===== src/rtl/ctrl_fifo_pkg.sv =====
// ctrl_fifo_pkg: shared field widths, writer FSM states and entry packing
// for the command fifo between ctrl_fifo_writer and ctrl_top.
package ctrl_fifo_pkg;

  localparam int unsigned ADDR_W  = 32;
  localparam int unsigned WAIT_W  = 32;
  localparam int unsigned CTRL_W  = 8;
  localparam int unsigned ENTRY_W = CTRL_W + WAIT_W + ADDR_W;
  localparam int unsigned AXIS_W  = 32;

  typedef enum logic [2:0] {
    S_ADDR = 3'd0,
    S_WAIT = 3'd1,
    S_CTRL = 3'd2,
    S_PUSH = 3'd3,
    S_DROP = 3'd4
  } state_e;

  // Fifo entry layout: {ctrl, wait, addr}
  function automatic logic [ENTRY_W-1:0] pack_entry(
    input logic [CTRL_W-1:0] ctrl_v,
    input logic [WAIT_W-1:0] wait_v,
    input logic [ADDR_W-1:0] addr_v
  );
    return {ctrl_v, wait_v, addr_v};
  endfunction

endpackage


===== src/rtl/ctrl_fifo_writer.sv =====
// ctrl_fifo_writer: assembles 3-beat AXIS command frames (addr, wait, ctrl)
// into 72-bit entries and pushes them into the command fifo.
// Optional macro CTRL_FIFO_WRITER_TLAST_CHECK_EN enables tlast framing checks
// (err_o pulse, resync via S_DROP); without it tlast is ignored and err_o = 0.
module ctrl_fifo_writer
  import ctrl_fifo_pkg::*;
#(
  parameter int unsigned B  = 72,
  parameter int unsigned BD = 32
) (
  input  logic          clk,
  input  logic          rst,
  input  logic [BD-1:0] s_axis_tdata,
  input  logic          s_axis_tvalid,
  input  logic          s_axis_tlast,
  output logic          s_axis_tready,
  output logic          fifo_wr_en,
  output logic [B-1:0]  fifo_din,
  input  logic          fifo_full,
  output logic          busy_o,
  output logic          err_o,
  output logic [31:0]   push_cnt_o
);

  state_e              state_q;
  state_e              state_d;
  logic [ADDR_W-1:0]   addr_r;
  logic [WAIT_W-1:0]   wait_r;
  logic [CTRL_W-1:0]   ctrl_r;
  logic [31:0]         push_cnt_r;
  logic                beat;
  logic                frame_err;
  logic                load_addr;
  logic                load_wait;
  logic                load_ctrl;

  assign beat = s_axis_tvalid & s_axis_tready;

`ifdef CTRL_FIFO_WRITER_TLAST_CHECK_EN
  logic err_r;

  // tlast must appear on the ctrl beat and nowhere else in a frame
  assign frame_err = beat & (((state_q == S_ADDR) | (state_q == S_WAIT)) & s_axis_tlast
                           | ((state_q == S_CTRL) & ~s_axis_tlast));

  // One-cycle error pulse following the offending beat
  always_ff @(posedge clk or posedge rst) begin
    if (rst) err_r <= 1'b0;
    else     err_r <= frame_err;
  end

  assign err_o = err_r;
`else
  logic unused_tlast;

  assign unused_tlast = s_axis_tlast;
  assign frame_err    = 1'b0;
  assign err_o        = 1'b0;
`endif

  // State register
  always_ff @(posedge clk or posedge rst) begin
    if (rst) state_q <= S_ADDR;
    else     state_q <= state_d;
  end

  // Next-state logic
  always_comb begin
    state_d = state_q;
    case (state_q)
      S_ADDR:  if (beat) state_d = frame_err ? S_ADDR : S_WAIT;
      S_WAIT:  if (beat) state_d = frame_err ? S_ADDR : S_CTRL;
      S_CTRL:  if (beat) state_d = frame_err ? S_DROP : S_PUSH;
      S_PUSH:  if (!fifo_full) state_d = S_ADDR;
      S_DROP:  if (beat && s_axis_tlast) state_d = S_ADDR;
      default: state_d = S_ADDR;
    endcase
  end

  // Output decode: handshake, write strobe and field load enables
  always_comb begin
    s_axis_tready = 1'b0;
    fifo_wr_en    = 1'b0;
    load_addr     = 1'b0;
    load_wait     = 1'b0;
    load_ctrl     = 1'b0;
    case (state_q)
      S_ADDR: begin
        s_axis_tready = ~rst;
        load_addr     = s_axis_tvalid & ~rst;
      end
      S_WAIT: begin
        s_axis_tready = ~rst;
        load_wait     = s_axis_tvalid & ~rst;
      end
      S_CTRL: begin
        s_axis_tready = ~rst;
        load_ctrl     = s_axis_tvalid & ~rst;
      end
      S_PUSH:  fifo_wr_en    = ~fifo_full;
      S_DROP:  s_axis_tready = ~rst;
      default: s_axis_tready = 1'b0;
    endcase
  end

  // Field registers and write counter
  always_ff @(posedge clk or posedge rst) begin
    if (rst) begin
      addr_r     <= '0;
      wait_r     <= '0;
      ctrl_r     <= '0;
      push_cnt_r <= '0;
    end else begin
      if (load_addr)  addr_r     <= ADDR_W'(s_axis_tdata);
      if (load_wait)  wait_r     <= WAIT_W'(s_axis_tdata);
      if (load_ctrl)  ctrl_r     <= s_axis_tdata[CTRL_W-1:0];
      if (fifo_wr_en) push_cnt_r <= push_cnt_r + 32'd1;
    end
  end

  assign fifo_din   = B'(pack_entry(ctrl_r, wait_r, addr_r));
  assign busy_o     = (state_q != S_ADDR);
  assign push_cnt_o = push_cnt_r;

endmodule

===== config.mk =====
export PLATFORM = sky130hd
export DESIGN_NAME = ctrl_fifo_writer
export DESIGN_NICKNAME = d
export VERILOG_FILES = /design/src/rtl/ctrl_fifo_pkg.sv /design/src/rtl/ctrl_fifo_writer.sv
export SDC_FILE = /design/constraint.sdc
export NUM_CORES = 1
export LEC_CHECK = 0
export CORE_ASPECT_RATIO = 1.4
export CORE_MARGIN = 1
export CORE_UTILIZATION = 49
export CTS_CLUSTER_DIAMETER = 40
export DETAILED_ROUTE_END_ITERATION = 8
export PLACE_DENSITY = 0.83
export SYNTH_ARGS = -nofsm -noshare
export SYNTH_HDL_FRONTEND = slang
export SYNTH_SLANG_ARGS = --single-unit

===== constraint.sdc =====
create_clock -name clk -period 7.6 [get_ports clk]
set_input_delay 1.14 -clock clk [delete_from_list [all_inputs] [get_ports clk]]
set_output_delay 1.14 -clock clk [all_outputs]
set_load 0.1 [all_outputs]

==> After elaboration in Yosys (flattened, before gate mapping) <==
Index checks and enable logic that the tools add are counted.
{ "word_totals": {"regBits": 107, "inputBits": 37, "elab_cells": 35} }
{ "op_classes": {"n_addsub": 1, "eq_ne": 9, "n_mux": 11, "bitwise_logic": 4, "reduce_logical": 5} }
{ "ops": {"columns": ["cell", "n"], "rows": [
  ["$add 32x1->32 const B", 1],
  ["$mux 3", 5],
  ["$pmux 3 s5", 1],
  ["$ne 2x2->1 const B", 5],
  ["$eq 3x2->1 const B", 2],
  ["$mux 1", 5],
  ["$reduce_and 5->1", 1],
  ["$reduce_or 4->1", 1],
  ["$eq 3x1->1 const B", 1],
  ["$eq 3x3->1 const B", 1],
  ["$logic_not 3->1", 1],
  ["$reduce_bool 3->1", 1],
  ["$and 1x1->1", 2],
  ["$not 1->1", 2],
  ["$logic_and 1x1->1", 1]
]} }

==> Depth between registers and ports, before layout <==
Gate-level depths: netlist (run 1).
{ "logic_depth": {"ltp_word": 7, "mapped_depth": 6, "depth_no_buf": 6} }

==> Least setup slack after synthesis (run 1) <==
Ideal clock, no wire load.
{ "synth_timing": {"path_type": "input to output", "from": "in fifo_full", "to": "out fifo_wr_en", "arrival_ps": 2608, "slack_ps": 3852, "path_stages": 1, "path_buffers": 0, "cell_sequence": "nor2b_1"} }
{ "synth_between": {"elab_chain_cells": 2} }
{ "synth_rtl": {"columns": ["item", "line", "rtl"], "rows": [
  ["start: declaration", "ctrl_fifo_writer.sv:19", "input logic fifo_full,"],
  ["$not 1->1", "ctrl_fifo_writer.sv:100", "S_PUSH: fifo_wr_en = ~fifo_full;"],
  ["$mux 1", "ctrl_fifo_writer.sv:87", "case (state_q)"],
  ["end: declaration", "ctrl_fifo_writer.sv:17", "output logic fifo_wr_en,"]
]} }
No other way between the ends.

==> Worst setup path after layout (run 1) <==
Ends and elaborated chain as after synthesis.

==> summary.txt, run 1 <==
Timing
  • Final hold vios: 0
  • Clk_skew: 0.00545 ns
  • Slew @ Worst Pin: between 1 and 1.5 ns
  • Max Fclk: 235 MHz
  • Crit path time final: 4.26 ns
  • Final TNS setup: 0 ns
  • Slew HR: 30.6%
  • Final setup violation count: 0
  • Period utilisation layout: 56.1%
  • Max Transition Viols Final: 0
  • RSZ-0062 raised after global routing: false

Hold path
  • Hold path depth: 1
  • Worst hold path class: register to register

Setup path
  • CP arrival: 3.12 ns
  • Worst Path Required: between 6 and 7 ns
  • Worst path max stage delay: approximately 1.2 ns
  • CP Depth: 3
  • CP Buf/Inv Count: 2
  • Kind of critical path: input pin to output port
  • Critical Path Start Type: input pin
  • FF-to-FF path depth: 5
  • Cell mode on critical path: clkdlybuf4s50_1
  • CP max FO: 4
  • Delay-heaviest family, CP: buffers and inverters
  • Critical path cell sequence: clkdlybuf4s50_1 -> nor2b_1 -> clkdlybuf4s50_1
  • Slowest-stage cell, CP: clkdlybuf4s50_1
  • Crit. End Element: output port

Die
  • Width of the chip: 81.2 um
  • Die H: ~110 um
  • Cell Rows: 40
  • Starting Density: 50.2%
  • IO Count: 145
  • Die area: a little over 9000 um2
  • Core ar.: 8560 um2

Placed design
  • Final HPWL DP: 6710 um
  • Final RePlAce weighted congestion: roughly 0.75
  • Input/output buffers: 142

Layout
  • Most frequent cells in the layout: clkdlybuf4s50_1 (142), dfrtp_1 (106), mux2_2 (74), xnor2_1 (24)
  • Final nets: 484
  • Layout cells sized above 1: roughly 22%
  • Area Growth Syn to Fin: 41.9%
  • Most common cell after layout, fill and taps aside: clkdlybuf4s50_1
  • Multi-input logic area: 1580 um2
  • ANT cells: 0
  • Filler cell count: approximately 600
  • Register area: 2650 um2

Clock network
  • Reg clk slew, reported paths: ~0.07 ns
  • Hold_buf cts: 0
  • Cts repair resizes: 0
  • H-tree depth: 3
  • Root buf cell: clkbuf_16
  • Num Clock Sinks: 106
  • Clk buf depth: 2
  • Total setup buffers inserted after CTS: 0
  • Clk_lat worst skew: between 0.3 and 0.4 ns
  • CTS tree: built
  • Cts bufs inserted: 9

Route
  • Via density: ~5.2
  • DR vias: 2,865
  • DRT Pass-1 Iters: 4
  • Drc violations: 0
  • Wire length per cell: 17.1 um
  • DRT antenna net count: 0
  • Total Routed Length: between 9000 and 10,000 um
  • Initial DRC count: 117

GRT
  • Total GRT Usage: 22.5%
  • Largest net degree at the start of global routing: 60
  • Initial antenna violation count: 0
  • Vias in the first global route: between 3,000 and 4,000
  • Global-route wire length before repair: around 15,000 um
  • GR Overflow Total: 0

Yosys
  • Flops & latches, synth: 106
  • Syn_nets: 338
  • Post-synth EDFFs: 0
  • Main combinational cell family by area after synthesis: multiplexers
  • Number of synthesis warnings: 0
  • Syn Inst Count: between 200 and 300
  • Post-synthesis xor/xnor area fraction: 6.32%
  • Ys flop type: dfrtp_1
  • Post-Syn Area: 4300 um2
  • Post-synthesis adder-cell area fraction: around 1.7%
  • Compound-Gate Fraction of Synth Area: 0.291%
  • Proportion of synthesized area in mux cells: roughly a fifth
  • Synth unique cells: 28
  • Sequential fraction of the synthesis area: 61.7%
  • FFs w/ async S/R, synth: 100%
  • Synth Area in Simple Gates: 8.61%
  • Avg Cell Area, Syn: 14.6 um2

Status
  • Outcome: complete, no violations

Flow run
  • Max Cap Viol: 0
[flip-flops by register name (all words and copies together) (netlist names)]
signal / count
addr_r: 32
ctrl_r: 8
push_cnt_o: 32
state_q: 2
wait_r: 32
[final cells by class]
type | count | area share (%)
repair buffers | 145 | 23.7
well taps | 105 | 2.15
clock inverters | 7 | 0.902
flip-flops and latches | 106 | 43.5
inverters | 4 | 0.287
multi-input cells | 175 | 25.8
clock buffers | 9 | 3.69
[routing by layer]
metal	wire (um)	track usage, %	vias to the layer above
met2	5020	38.0	95
li1	-	-	1314
met5	0	0	-
met3	579	7.34	13
met4	195	8.69	0
met1	3600	25.9	1443
[metrics by stage]
step / hold WS [ns] / std cells / worst slack, ns / instance area (um2) / utilization [%]
2_1_floorplan: 0.558 / 295 / 3.67 / 4300 / -
3_3_place_gp: 0.464 / 535 / 3.37 / 5820 / 68.0
3_5_place_dp: 0.485 / 535 / 3.34 / 5820 / 68.0
4_1_cts: 0.495 / 551 / 3.34 / 6100 / 71.3
5_1_grt: 0.507 / 551 / 3.27 / 6100 / 71.3
6_report: 0.485 / 551 / 3.34 / 6100 / 71.3
[worst reg2reg max path: stages (launching register included)]
cell,delay [ns]
dfrtp_1,0.42
ha_1,0.28
nand4b_1,0.18
nor4_2,0.81
nand4_1,0.24
xnor2_1,0.19
[cell usage after synthesis, types with 2 or more instances]
master   number  share of area, %
xor2_1        7               1.4
inv_1         4              0.35
buf_2         8              0.93
buf_4         2              0.35
nand4_1       9               1.3
nand2_1      10              0.87
mux2_2       74                19
and2_1        2              0.29
nor2_1        6              0.52
dfrtp_1     106                62
and3_1        7               1.0
ha_1          6               1.7
nor2b_1       2              0.29
nand3_1      10               1.2
and4_1        4              0.81
xnor2_1      24               4.9
nor3_1        3              0.35
[final timing paths]
check | from | slack, ns | to
worst min-delay path | push_cnt_o[31] | 0.48 | push_cnt_o[31]
worst max register to register | state_q[0] | 5.37 | push_cnt_o[31]
min in group asynchronous | rst | 1.27 | wait_r[10]
worst min register to register | push_cnt_o[31] | 0.48 | push_cnt_o[31]
worst max-delay path | fifo_full | 3.34 | fifo_wr_en
max in group asynchronous | rst | 5.18 | push_cnt_o[29]
[kinds of logic after synthesis]
logic type | count (synthesis)
other | 1
flip-flops | 106
adder cells (fa/ha/maj) | 6
buffers and inverters | 14
AO/OA/AOI/OAI | 2
XOR/XNOR | 31
multiplexers | 75
AND/OR/NAND/NOR | 60
Power of run 1 is not shown: default switching activity piles up to over one toggle a cycle in this logic, so the estimate is an artifact.
==> run 2: changes to the inputs <==
--- a/config.mk
+++ b/config.mk
@@ -7,10 +7,10 @@
 export LEC_CHECK = 0
 export CORE_ASPECT_RATIO = 1.4
 export CORE_MARGIN = 1
-export CORE_UTILIZATION = 49
+export CORE_UTILIZATION = 41
 export CTS_CLUSTER_DIAMETER = 40
 export DETAILED_ROUTE_END_ITERATION = 8
-export PLACE_DENSITY = 0.83
+export PLACE_DENSITY = 0.74
 export SYNTH_ARGS = -nofsm -noshare
 export SYNTH_HDL_FRONTEND = slang
 export SYNTH_SLANG_ARGS = --single-unit
==> constraint.sdc (replaced) <==
create_clock -name clk -period 3.7 [get_ports clk]
set_input_delay 0.555 -clock clk [delete_from_list [all_inputs] [get_ports clk]]
set_output_delay 0.555 -clock clk [all_outputs]
set_load 0.1 [all_outputs]
==> run 2 against run 1 <==
Against the previous run: non-clock buffer count is 1 higher; register-to-register slack worse by 3.5 ns; sequential cell count stayed put; clock skew is 0.0013 ns higher; global-route usage is 4.7 points lower; cell count is 5.6% higher; final area is 1.8% higher; routed wire length is 2.2% lower; largest cell class unchanged.
==> summary.txt, run 2 (synthesized netlist as in run 1, its figures left out) <==
Route
  • DRT antenna net count: 0 (unchanged)
  • Via density: 4.97 (-4.4%)
  • DRT Pass-1 Iters: 4 (unchanged)
  • Initial DRC count: 62 (-47%)
  • Total Routed Length: 9190 um (-2.2%)
  • DR vias: 2,893 (+0.98%)
  • Wire length per cell: 15.8 um (-7.4%)
  • Drc violations: 0 (unchanged)

Setup path
  • Slowest-stage cell, CP: clkdlybuf4s50_1
  • FF-to-FF path depth: 5 (unchanged)
  • Setup crit start: state_q[0]
  • CP max FO: 4 (unchanged)
  • R2r setup slk: 1.83 ns (-3.54 ns)
  • Worst path max stage delay: 1.13 ns (-0.08 ns)
  • Crit. End Element: output port
  • Worst Path Required: 3.14 ns (-3.32 ns)
  • Cell mode on critical path: inv_1
  • Worst Setup EP: busy_o
  • CP arrival: 2.29 ns (-0.83 ns)
  • Critical Path Start Type: register
  • Critical path cell sequence: inv_1 -> ha_1 -> inv_1 -> clkdlybuf4s50_1
  • Reg2Reg Capture Point: push_cnt_o[18]
  • Kind of critical path: register to output port
  • CP Depth: 4 (+1)
  • RR Startpoint: state_q[1]
  • Delay-heaviest family, CP: buffers and inverters
  • CP Buf/Inv Count: 3 (+1)

Clock network
  • H-tree depth: 3 (unchanged)
  • Clk buf depth: 2 (unchanged)
  • Hold_buf cts: 0 (unchanged)
  • Cts repair resizes: 0 (unchanged)
  • CTS tree: built
  • Cts bufs inserted: 9 (unchanged)
  • Root buf cell: clkbuf_16
  • Num Clock Sinks: 106 (unchanged)
  • Clk_lat worst skew: 0.34 ns (about the same)
  • Reg clk slew, reported paths: 0.07 ns (about the same)
  • Total setup buffers inserted after CTS: 0 (unchanged)

Die
  • Starting Density: 42.7% (-7.5 points)
  • Die area: 10,900 um2 (+19%)
  • Die H: 123 um (+9.2%)
  • Core ar.: 10,100 um2 (+18%)
  • Cell Rows: 43 (+7.5%)
  • Width of the chip: 88.5 um (+9.1%)
  • IO Count: 145 (unchanged)

Timing
  • Max Fclk: 351 MHz
  • Slew HR: 31.0% (+0.39 points)
  • Final TNS setup: 0 ns (unchanged)
  • Period utilisation layout: 77.0%
  • Final hold vios: 0 (unchanged)
  • Final setup violation count: 0 (unchanged)
  • Crit path time final: between 2 and 3 ns
  • RSZ-0062 raised after global routing: false
  • Slew @ Worst Pin: 1.03 ns (-0.000493 ns)
  • Clk_skew: 0.00674 ns (+0.00129 ns)
  • Max Transition Viols Final: 0 (unchanged)

Layout
  • Layout cells sized above 1: 23.0% (+0.62 points)
  • ANT cells: 0 (unchanged)
  • Fin util: 61.8% (-9.5 points)
  • Most frequent cells in the layout: clkdlybuf4s50_1 (140), dfrtp_1 (106), mux2_2 (74), xnor2_1 (24)
  • Filler cell count: 837 (+39%)
  • Area Growth Syn to Fin: 44.5%
  • Final nets: 485 (+0.21%)
  • Most common cell after layout, fill and taps aside: clkdlybuf4s50_1

GRT
  • GR Overflow Total: 0 (unchanged)
  • Vias in the first global route: 2,932 (-3.3%)
  • Total GRT Usage: 17.8% (-4.7 points)
  • Global-route wire length before repair: 14,600 um (-4.0%)
  • Initial antenna violation count: 0 (unchanged)
  • Largest net degree at the start of global routing: 59 (-1.7%)

Placed design
  • Final RePlAce weighted congestion: 0.753 (+0.45%)
  • Final HPWL DP: 6710 um (about the same)
  • Input/output buffers: 142 (unchanged)

Flow run
  • Max Cap Viol: 0 (unchanged)

Hold path
  • Worst hold path class: register to register

Status
  • Outcome: complete, no violations
-- run 2: worst min-delay path by stage --
| stage | to | cells past startpoint | slack [ns] | startpoint |
|---|---|---|---|---|
| final | push_cnt_o[31] | 1 | 0.47 | push_cnt_o[31] |
| after global routing | push_cnt_o[31] | 1 | 0.50 | push_cnt_o[31] |
| after CTS | push_cnt_o[31] | 1 | 0.48 | push_cnt_o[31] |
| after detailed placement | push_cnt_o[31] | 1 | 0.47 | push_cnt_o[31] |
| after global placement | push_cnt_o[31] | 1 | 0.46 | push_cnt_o[31] |
| after floorplan | state_q[1] | 1 | 0.56 | state_q[1] |
-- run 2: metal layers --
| layer | share of wire (%) | track usage, % | vias up |
|---|---|---|---|
| met3 | 4.8 | 4.54 | 15 |
| li1 | - | - | 1324 |
| met4 | 1.8 | 6.45 | 0 |
| met1 | 40 | 21.1 | 1475 |
| met2 | 54 | 30.9 | 79 |
| met5 | 0 | 0 | - |
-- run 2: area by class of cell --
type,count,area (um2),area share [%]
Tap cell,135,169,2.72
Clock inverter,4,72.6,1.17
Clock buffer,12,267,4.29
Timing Repair Buffer,146,1460,23.5
Inverter,4,17.5,0.282
Sequential cell,106,2650,42.7
Multi-Input combinational cell,175,1580,25.4
-- run 2: worst register-to-register path, stage by stage (launching register included) --
cell	delay, ns
dfrtp_1	0.41
ha_1	0.27
nand3b_4	0.13
nor4_4	0.56
nand4_1	0.21
xnor2_1	0.16
-- run 2: stage by stage --
step	area, um2	instances	setup WS (ns)	hold WS [ns]
after floorplan	4300	295	0.356	0.558
after global placement	5870	566	1.23	0.462
after detailed placement	5870	566	1.21	0.473
after CTS	6210	582	0.833	0.479
after global routing	6210	582	0.777	0.498
final	6210	582	0.850	0.473
Power of run 2 is left out for the same reason.
==> run 3: changes to the inputs <==
==> constraint.sdc (replaced) <==
create_clock -name clk -period 2.5 [get_ports clk]
set_input_delay 0.375 -clock clk [delete_from_list [all_inputs] [get_ports clk]]
set_output_delay 0.375 -clock clk [all_outputs]
set_load 0.1 [all_outputs]
==> run 3 against run 2 <==
Against the previous run: final area is 4.1% lower; critical endpoint is now fifo_wr_en; first-iteration DRC count increased by 26%; register-to-register slack got worse by 1.2 ns; via count down 2.1%; global-route usage down 0.44 points; sequential share of layout area increased by 1.8 points; worst hold slack worse by 0.061 ns; non-clock buffer count increased by 1; count of clock-buffer cells in the layout rose by 1.
==> summary.txt, run 3 (synthesized netlist as in run 1, its figures left out) <==
Route
  • DRT antenna net count: 0 (unchanged)
  • Via density: 4.86 (-2.2%)
  • Wire length per cell: 15.4 um (-2.5%)
  • Total Routed Length: 8970 um (-2.4%)
  • Initial DRC count: 78 (+26%)
  • DR vias: 2,833 (-2.1%)
  • DRT Pass-1 Iters: 4 (unchanged)
  • Drc violations: 0 (unchanged)

Clock network
  • Reg clk slew, reported paths: 0.07 ns (about the same)
  • Total setup buffers inserted after CTS: 0 (unchanged)
  • CTS tree: built
  • Clk_lat worst skew: 0.34 ns (about the same)
  • Cts bufs inserted: 9 (unchanged)
  • Clk buf depth: 2 (unchanged)
  • Root buf cell: clkbuf_16
  • H-tree depth: 3 (unchanged)
  • Num Clock Sinks: 106 (unchanged)
  • Hold_buf cts: 0 (unchanged)
  • Cts repair resizes: 0 (unchanged)

Timing
  • RSZ-0062 raised after global routing: false
  • Slew @ Worst Pin: 0.588 ns (-0.444 ns)
  • Final hold vios: 0 (unchanged)
  • Clk_skew: 0.00364 ns (-0.00309 ns)
  • Max Fclk: 516 MHz
  • Crit path time final: 1.94 ns
  • Final TNS setup: 0 ns (unchanged)
  • Final setup violation count: 0 (unchanged)
  • Period utilisation layout: between 70% and 80%
  • Slew HR: 60.5% (+30 points)
  • Max Transition Viols Final: 0 (unchanged)

Status
  • Outcome: complete, no violations

Layout
  • Area Growth Syn to Fin: 38.6%
  • ANT cells: 0 (unchanged)
  • Final cell count without fillers: 583 (+0.17%)
  • Most frequent cells in the layout: buf_4 (107), dfrtp_1 (106), mux2_2 (74), clkdlybuf4s50_1 (35), xnor2_1 (24)
  • Design area: 5960 um2 (-4.1%)
  • Final nets: 486 (+0.21%)
  • Most common cell after layout, fill and taps aside: buf_4
  • Filler cell count: 834 (-0.36%)
  • Layout cells sized above 1: 46.7% (+24 points)

Die
  • IO Count: 145 (unchanged)
  • Cell Rows: 43 (unchanged)
  • Die area: 10,900 um2 (unchanged)
  • Core ar.: 10,100 um2 (unchanged)
  • Width of the chip: 88.5 um (unchanged)
  • Die H: 123 um (unchanged)
  • Starting Density: 42.7% (unchanged)

GRT
  • Vias in the first global route: 2,922 (-0.34%)
  • Global-route wire length before repair: 14,300 um (-2.3%)
  • Initial antenna violation count: 0 (unchanged)
  • Largest net degree at the start of global routing: 61 (+3.4%)
  • Total GRT Usage: 17.4% (-0.44 points)
  • GR Overflow Total: 0 (unchanged)

Setup path
  • FF-to-FF path depth: 5 (unchanged)
  • CP arrival: 1.56 ns (-0.73 ns)
  • Slowest-stage cell, CP: dfrtp_1
  • Reg2Reg Capture Point: push_cnt_o[28]
  • RR Startpoint: state_q[1]
  • Crit. End Element: output port
  • Setup crit start: state_q[1]
  • CP max FO: 5 (+1)
  • R2r setup slk: 0.62 ns (-1.21 ns)
  • Worst Path Required: 2.12 ns (-1.02 ns)
  • Worst path max stage delay: 0.41 ns (-0.72 ns)
  • Critical Path Start Type: register
  • Worst Setup EP: fifo_wr_en
  • Kind of critical path: register to output port
  • Critical path cell sequence: ha_1 -> nor2b_2 -> buf_12

Hold path
  • Worst hold path class: input pin to asynchronous set/reset pin

Placed design
  • DP Area: 5680 um2 (-3.4%)
  • Final HPWL DP: 6540 um (-2.4%)
  • Input/output buffers: 142 (unchanged)
  • Final RePlAce weighted congestion: 0.745 (-1.0%)
  • Cells after DPL: 567 (+0.18%)

Flow run
  • Max Cap Viol: 0 (unchanged)
==> run 3: changes by cell type in the layout (fill, tap and decap cells not counted), sizes merged <==
cell / before / now
bufinv: 2 / 0
buf: 6 / 112
clkbuf: 12 / 13
clkdlybuf4s50: 140 / 35
clkinvlp: 1 / 3
inv: 4 / 3
==> run 3: how the worst min path moves through the flow <==
stage                     startpoint             end  cells after the start
floorplan           s_axis_tdata[29]      addr_r[29]                      1
global placement      push_cnt_o[31]  push_cnt_o[31]                      1
detailed placement    push_cnt_o[31]  push_cnt_o[31]                      1
CTS                              rst  push_cnt_o[19]                      2
global route                     rst  push_cnt_o[19]                      2
finish                           rst  push_cnt_o[19]                      2
==> run 3: metrics by stage <==
step | setup WS [ns] | utilization, % | hold WS (ns)
after detailed placement | 0.375 | 56.4 | 0.467
after floorplan | 0.165 | - | 0.525
after CTS | 0.526 | 59.2 | 0.407
after global routing | 0.476 | 59.2 | 0.440
final | 0.562 | 59.2 | 0.412
after global placement | 0.388 | 56.4 | 0.464
==> run 3: cell type report <==
| class | count | area [um2] | area share [%] |
|---|---|---|---|
| inverters | 4 | 18.8 | 0.315 |
| repair buffers | 147 | 1250 | 21.0 |
| clock buffers | 13 | 260 | 4.37 |
| clock inverters | 3 | 23.8 | 0.399 |
| flip-flops and latches | 106 | 2650 | 44.5 |
| well taps | 135 | 169 | 2.83 |
| multi-input cells | 175 | 1580 | 26.5 |
==> run 3: layer usage <==
metal / track usage [%] / wire (um) / up-vias
met5: 0 / 0 / -
met1: 20.3 / 3490 / 1422
li1: - / - / 1319
met3: 2.94 / 356 / 14
met2: 30.2 / 4870 / 78
met4: 9.07 / 256 / 0
==> run 3: worst max-delay path, delay by kind of cell, from the launching register on <==
family	cells	cell delay (ns)
simple gates	1	0.32
fa+ha+maj	1	0.27
buf+inv	1	0.22
flops	1	0.41
Power of run 3 is left out for the same reason.
